File: config.mk
export PLATFORM = sky130hd
export DESIGN_NAME = ahb_matrix_input_stage
export DESIGN_NICKNAME = d
export VERILOG_FILES = /design/src/rtl/ahb_matrix_pkg.sv /design/src/rtl/ahb_matrix_hold_reg.sv /design/src/rtl/ahb_matrix_input_stage.sv
export SDC_FILE = /design/constraint.sdc
export NUM_CORES = 1
export LEC_CHECK = 0
export BUFFER_PORTS_ARGS = -buffer_cell sky130_fd_sc_hd__clkbuf_2
export CORE_ASPECT_RATIO = 0.75
export CORE_MARGIN = 4
export CORE_UTILIZATION = 35
export CTS_CLUSTER_SIZE = 16
export DETAILED_ROUTE_END_ITERATION = 12
export GPL_TIMING_DRIVEN = 0
export PLACE_DENSITY = 0.66
export SYNTH_ARGS = -nofsm -noshare
export SYNTH_HDL_FRONTEND = slang
export SYNTH_HIERARCHICAL = 1
export SYNTH_SLANG_ARGS = --single-unit
File: constraint.sdc
create_clock -name HCLK -period 2.15 [get_ports HCLK]
set_clock_uncertainty 0.2 [all_clocks]
set_input_delay 0.3225 -clock HCLK [delete_from_list [all_inputs] [get_ports HCLK]]
set_output_delay 0.3225 -clock HCLK [all_outputs]
set_load 0.02 [all_outputs]
File: src/rtl/ahb_matrix_pkg.sv
`default_nettype none
// ============================================================================
//  Module      : ahb_matrix_pkg
//  Description : Shared AHB encodings and address-phase control bundle for the
//                L1 AHB matrix (input stages, decoders, output stages).
//                Optional build macro AHB_INSTAGE_SEQ2NONSEQ_EN changes how a
//                transfer replayed from a holding register is re-encoded.
//  Revision    : 1.0 - initial release
// ============================================================================
package ahb_matrix_pkg;

    localparam logic [1:0] HTRANS_IDLE   = 2'b00;
    localparam logic [1:0] HTRANS_BUSY   = 2'b01;
    localparam logic [1:0] HTRANS_NONSEQ = 2'b10;
    localparam logic [1:0] HTRANS_SEQ    = 2'b11;

    localparam logic [1:0] HRESP_OKAY    = 2'b00;
    localparam logic [1:0] HRESP_ERROR   = 2'b01;

    localparam logic [2:0] HBURST_SINGLE = 3'b000;
    localparam logic [2:0] HBURST_INCR   = 3'b001;

    // Address-phase control bundle (everything except select and address).
    typedef struct packed {
        logic [1:0] trans;
        logic       write;
        logic [2:0] size;
        logic [2:0] burst;
        logic [3:0] prot;
        logic       lock;
    } ahb_ctrl_t;

    // Re-encoding applied to a transfer when it is issued from the holding
    // register. With the macro defined, a held transfer may be separated
    // from its burst by arbitration, so it is restarted as an undefined-
    // length burst: SEQ becomes NONSEQ and fixed bursts become INCR.
    function automatic ahb_ctrl_t held_issue_ctrl(input ahb_ctrl_t c);
        ahb_ctrl_t r;
        r = c;
`ifdef AHB_INSTAGE_SEQ2NONSEQ_EN
        if (c.trans == HTRANS_SEQ) begin
            r.trans = HTRANS_NONSEQ;
        end
        if (c.burst != HBURST_SINGLE) begin
            r.burst = HBURST_INCR;
        end
`endif
        return r;
    endfunction

endpackage
`default_nettype wire

File: src/rtl/ahb_matrix_hold_reg.sv
`default_nettype none
// ============================================================================
//  Module      : ahb_matrix_hold_reg
//  Description : Address-phase holding register plus the address mux that
//                selects between the held transfer and the live master bus.
//  Ports       : HCLK/HRESETn   clock, async active-low reset
//                capture_i      load live address phase into holding register
//                release_i      held transfer is issued this cycle
//                live_*_i       live master select/address/control
//                hold_valid_o   holding register full
//                sel_o/addr_o/ctrl_o  muxed address phase towards decoder
//  Macro       : AHB_INSTAGE_SEQ2NONSEQ_EN (via held_issue_ctrl)
//  Revision    : 1.0 - initial release
// ============================================================================
module ahb_matrix_hold_reg
    import ahb_matrix_pkg::*;
#(
    parameter int ADDR_WIDTH = 32
) (
    input  logic                  HCLK,
    input  logic                  HRESETn,
    input  logic                  capture_i,
    input  logic                  release_i,
    input  logic                  live_sel_i,
    input  logic [ADDR_WIDTH-1:0] live_addr_i,
    input  ahb_ctrl_t             live_ctrl_i,
    output logic                  hold_valid_o,
    output logic                  sel_o,
    output logic [ADDR_WIDTH-1:0] addr_o,
    output ahb_ctrl_t             ctrl_o
);

    logic                  hold_valid_q;
    logic                  hold_valid_d;
    logic [ADDR_WIDTH-1:0] hold_addr_q;
    ahb_ctrl_t             hold_ctrl_q;

    // Capture is only honoured while empty; a full register can only drain.
    assign hold_valid_d = hold_valid_q ? ~release_i : capture_i;

    always_ff @(posedge HCLK or negedge HRESETn) begin
        if (!HRESETn) begin
            hold_valid_q <= 1'b0;
            hold_addr_q  <= '0;
            hold_ctrl_q  <= '0;
        end else begin
            hold_valid_q <= hold_valid_d;
            if (capture_i && !hold_valid_q) begin
                hold_addr_q <= live_addr_i;
                hold_ctrl_q <= live_ctrl_i;
            end
        end
    end

    always_comb begin
        sel_o  = live_sel_i;
        addr_o = live_addr_i;
        ctrl_o = live_ctrl_i;
        if (hold_valid_q) begin
            sel_o  = 1'b1;
            addr_o = hold_addr_q;
            ctrl_o = held_issue_ctrl(hold_ctrl_q);
        end else if (!live_sel_i) begin
            // Unselected port presents IDLE so the decoder never sees a
            // stray active transfer type.
            ctrl_o.trans = HTRANS_IDLE;
        end
    end

    assign hold_valid_o = hold_valid_q;

endmodule
`default_nettype wire

File: src/rtl/ahb_matrix_input_stage.sv
`default_nettype none
// ============================================================================
//  Module      : ahb_matrix_input_stage
//  Description : Slave-side input stage of the L1 AHB matrix (one per master
//                port). Buffers an address phase whenever the target output
//                stage is not active and stalls the master until it issues.
//  Ports       : HCLK/HRESETn         clock, async active-low reset
//                H*S inputs           master address phase, HREADYS
//                HREADYOUTS/HRESPS    data-phase response to master
//                *_op outputs         address phase and HREADY to decoder
//                active_op/readyout_op/resp_op  decoder status/response
//  Macro       : AHB_INSTAGE_SEQ2NONSEQ_EN - held SEQ issues as NONSEQ and
//                held non-SINGLE bursts issue as INCR.
//  Revision    : 1.0 - initial release
// ============================================================================
module ahb_matrix_input_stage
    import ahb_matrix_pkg::*;
#(
    parameter int ADDR_WIDTH = 32,
    parameter int DECODE_LSB = 10
) (
    input  logic                             HCLK,
    input  logic                             HRESETn,
    input  logic                             HSELS,
    input  logic [ADDR_WIDTH-1:0]            HADDRS,
    input  logic [1:0]                       HTRANSS,
    input  logic                             HWRITES,
    input  logic [2:0]                       HSIZES,
    input  logic [2:0]                       HBURSTS,
    input  logic [3:0]                       HPROTS,
    input  logic                             HMASTLOCKS,
    input  logic                             HREADYS,
    output logic                             HREADYOUTS,
    output logic [1:0]                       HRESPS,
    output logic                             sel_op,
    output logic [ADDR_WIDTH-1:0]            addr_op,
    output logic [ADDR_WIDTH-DECODE_LSB-1:0] decode_addr_op,
    output logic [1:0]                       trans_op,
    output logic                             write_op,
    output logic [2:0]                       size_op,
    output logic [2:0]                       burst_op,
    output logic [3:0]                       prot_op,
    output logic                             lock_op,
    output logic                             held_tran_op,
    output logic                             ready_op,
    input  logic                             active_op,
    input  logic                             readyout_op,
    input  logic [1:0]                       resp_op
);

    ahb_ctrl_t w_live_ctrl;
    ahb_ctrl_t w_mux_ctrl;
    logic      w_load;
    logic      w_capture;
    logic      w_release;
    logic      w_hold_valid;
    logic      dphase_q;
    logic      dphase_d;

    assign w_live_ctrl = '{trans: HTRANSS, write: HWRITES, size: HSIZES,
                           burst: HBURSTS, prot: HPROTS, lock: HMASTLOCKS};

    assign w_load    = HSELS & HTRANSS[1] & HREADYS;
    assign w_capture = w_load & ~active_op;
    assign w_release = active_op & ready_op;

    ahb_matrix_hold_reg #(
        .ADDR_WIDTH (ADDR_WIDTH)
    ) u_hold_reg (
        .HCLK         (HCLK),
        .HRESETn      (HRESETn),
        .capture_i    (w_capture),
        .release_i    (w_release),
        .live_sel_i   (HSELS),
        .live_addr_i  (HADDRS),
        .live_ctrl_i  (w_live_ctrl),
        .hold_valid_o (w_hold_valid),
        .sel_o        (sel_op),
        .addr_o       (addr_op),
        .ctrl_o       (w_mux_ctrl)
    );

    assign decode_addr_op = addr_op[ADDR_WIDTH-1:DECODE_LSB];
    assign trans_op       = w_mux_ctrl.trans;
    assign write_op       = w_mux_ctrl.write;
    assign size_op        = w_mux_ctrl.size;
    assign burst_op       = w_mux_ctrl.burst;
    assign prot_op        = w_mux_ctrl.prot;
    assign lock_op        = w_mux_ctrl.lock;
    assign held_tran_op   = w_hold_valid;

    // While holding, the master's HREADY is forced low, so the decoder's
    // HREADY is generated locally: the held address phase may advance once
    // any forwarded data phase ahead of it has completed.
    assign ready_op = w_hold_valid ? (~dphase_q | readyout_op) : HREADYS;

    assign dphase_d = ready_op ? (sel_op & trans_op[1] & active_op) : dphase_q;

    always_ff @(posedge HCLK or negedge HRESETn) begin
        if (!HRESETn) begin
            dphase_q <= 1'b0;
        end else begin
            dphase_q <= dphase_d;
        end
    end

    assign HREADYOUTS = w_hold_valid ? 1'b0 : (dphase_q ? readyout_op : 1'b1);
    assign HRESPS     = (dphase_q & ~w_hold_valid) ? resp_op : HRESP_OKAY;

endmodule
`default_nettype wire

==> impl_metrics.csv <==
group,metric,value,unit
outcome,status,"finished clean",
layout,final_cell_area,3740,µm²
clocking,htree_levels,2,
floorplanning,initial_core_util,0.370,
critical_path,regToRegSetupSlack,0.35,ns
routing,vias,1963,
floorplanning,die_w,108,µm
power_and_ir_drop,power.density,799,nW/µm²
sta,hold_viol,0,
clocking,cts_tree,"done",
floorplanning,die_y,82.6,µm
floorplanning,ios,128,
routing,wl_per_cell,13.7,µm
sta,rsz0062_at_grt,"true",
sta,fin_crit_sh,0.987,
floorplanning,num_rows,26,
global_routing,grt_max_degree,49,
clocking,cts_sinks,48,
critical_path,worstSetupPathType,"flip-flop to output port",
global_routing,grt_pass1_wl,9220,µm
critical_path,worst_ep_arrival_time,1.60,ns
hold_path,hold_path_class,"input pin to flip-flop",
flow_run,max_cap_violations,0,
sta,period_needed,2.12,ns
yosys,avgSynthCellArea,13.7,µm²
layout,final_cells,435,
critical_path,cp_data_required_time,1.63,ns
yosys,synth_fp_nets,244,
critical_path,worstSetupEndpoint,"decode_addr_op[17]",
placement,io_buffers,127,
routing,first_pass_iters,4,
yosys,synthCells,190,
global_routing,grt-ovfl-total,0,
sta,maxSlewHeadroom,0.642,
critical_path,r2r_start,"u_hold_reg/hold_valid_o$_DFF_PN0_",
clocking,clk_pin_slew,0.09,ns
critical_path,critPathMaxFanout,5,
routing,routed_via_density,4.51,
yosys,synth_area,2600,µm²
global_routing,grt_usage,0.131,
layout,nNetsFinal,390,
sta,worstMarginPinSlew,0.537,ns
routing,wl,5970,µm
layout,diodes,0,
layout,syn2layout_area_growth,44.1,%
routing,drtIter0Drc,34,
yosys,seq_area_frac_synth,0.462,
critical_path,r2r-end,"u_hold_reg/hold_addr_q[1]$_DFFE_PN0P_",
global_routing,grt_pass1_vias,1981,
routing,drc_errors,0,
critical_path,crit_start,"u_hold_reg/hold_valid_o$_DFF_PN0_",
yosys,ys_ff_latch,48,
global_routing,antenna_found_initial,0,
sta,fmax,471,MHz
clocking,clk_path_buf_depth,2,
clocking,root_buffer,"clkbuf_8",
sta,final_max_slew_viol_count,0,
placement,placed_cell_area,3360,µm²
yosys,synth-warning-count,6,
layout,drive_gt1_frac,0.715,
routing,ant_nets,0,
sta,setup_violations,0,
critical_path,critPathCaptureType,"output port",
yosys,ys_types,20,
power_and_ir_drop,p_leak,1.90,nW
clocking,worstSkewPairLatency,0.29,ns
critical_path,rr_worst_depth,5,
floorplanning,die_area,8880,µm²
clocking,cts_buffers,5,
placement,dp_hpwl,4420,µm
critical_path,crit_path_start_kind,"flip-flop",
power_and_ir_drop,peakVddDrop,0.000394,V
floorplanning,core,7030,µm²
placement,place_congestion,0.664,
placement,dp_cells,415,
==> cell type report <==
class | instances | area [µm²]
fillers | 645 | 3280
flip-flops and latches | 48 | 1200
multi-input cells | 106 | 1170
repair buffers | 141 | 857
plain buffers | 30 | 283
well taps | 98 | 123
clock buffers | 8 | 90.1
inverters | 4 | 15.0
==> worst max-delay path, stage by stage, from the launching register on <==
cell       delay, ns
dfrtp_2         0.44
buf_8           0.14
clkbuf_16       0.14
mux2_4          0.30
buf_4           0.13
clkbuf_2        0.14
==> logic make-up after synthesis <==
logic type             Yosys count  synth area share
and+or+nand+nor                  8            0.0250
DFF                             48             0.462
muxes                           90             0.390
AOI/OAI and AO/OA                8            0.0236
buffers and inverters           36            0.0992
==> registers in the layout, indices dropped and copies added (netlist names) <==
register	count
u_hold_reg/hold_ctrl_q	14
dphase_q	1
u_hold_reg/hold_valid_o	1
u_hold_reg/hold_addr_q	32
==> placed cells by master (no fill, tap or decap), drive strengths merged <==
cell type    synthesis  routed
clkbuf               0     119
mux2                90      90
buf                 32      59
dfrtp               48      48
inv                  4       4
nand2b               2       2
nor2                 2       2
a22o                 2       2
a21oi                1       1
and4b                1       1
nand3b               1       1
o21a                 1       1
o211a                1       1
o2111ai              1       1
o211ai               1       1
dlygate4sd3          0       1
nor2b                1       1
o21ai                1       1
or2                  1       1
==> timing repair <==
action,in CTS,in global routing
resized for setup,13,45
endpoints found under the hold margin,0,19
setup endpoints to repair,69,20
hold buffers,0,1
cloned,0,1
setup buffers,9,2
==> routing by layer <==
layer,track usage,vias up,routed length [µm]
met3,0.0373,5,467
met5,0,-,0
met4,0.0303,0,31
li1,-,944,-
met2,0.214,77,2790
met1,0.173,937,2680
==> metrics by stage <==
step | hold WS, ns | TNS, ns | setup slack (ns) | utilization | total power (W)
2_1_floorplan | -0.173 | 0 | 0.0313 | - | 0.00201
3_3_place_gp | 0.267 | -1.09 | -0.152 | 0.478 | 0.00229
3_5_place_dp | 0.275 | -1.21 | -0.163 | 0.478 | 0.00233
4_1_cts | 0.0430 | 0 | 0.0128 | 0.507 | 0.00295
5_1_grt | 0.0428 | -0.361 | -0.0447 | 0.533 | 0.00319
6_report | 0.0524 | 0 | 0.0287 | 0.533 | 0.00299
==> worst min path at each step <==
stage	from	end	slack (ns)	cells after the start
after CTS	HADDRS[15]	u_hold_reg/hold_addr_q[15]$_DFFE_PN0P_	0.04	2
after global placement	u_hold_reg/hold_addr_q[12]$_DFFE_PN0P_	u_hold_reg/hold_addr_q[12]$_DFFE_PN0P_	0.27	1
after floorplan	HRESETn	dphase_q$_DFFE_PN0P_	-0.17	0
final	HADDRS[13]	u_hold_reg/hold_addr_q[13]$_DFFE_PN0P_	0.05	2
after global routing	HADDRS[16]	u_hold_reg/hold_addr_q[16]$_DFFE_PN0P_	0.04	2
after detailed placement	u_hold_reg/hold_addr_q[12]$_DFFE_PN0P_	u_hold_reg/hold_addr_q[12]$_DFFE_PN0P_	0.28	1
==> power breakdown <==
group          internal, W  leakage [nW]  switching, W
Combinational     0.000632          1.27      0.000557
Sequential         0.00114         0.581      0.000110
Clock             0.000263        0.0455      0.000284
Total              0.00204          1.90      0.000951
==> synthesized netlist by cell type <==
cell type,number,share of area
mux2_2,61,0.26
dfrtp_1,48,0.46
mux2_1,29,0.13
buf_4,23,0.066
buf_2,5,0.0096
buf_6,4,0.017
inv_1,4,0.0058
a22o_1,2,0.0067
nand2b_4,2,0.011
nor2_1,2,0.0029
a21oi_1,1,0.0019
and4b_1,1,0.0039
nand3b_1,1,0.0029
nor2b_1,1,0.0024
o2111ai_1,1,0.0034
o211a_1,1,0.0039
o211ai_1,1,0.0029
o21a_1,1,0.0029
o21ai_0,1,0.0019
or2_2,1,0.0024
(Power assumes the default switching activity.)
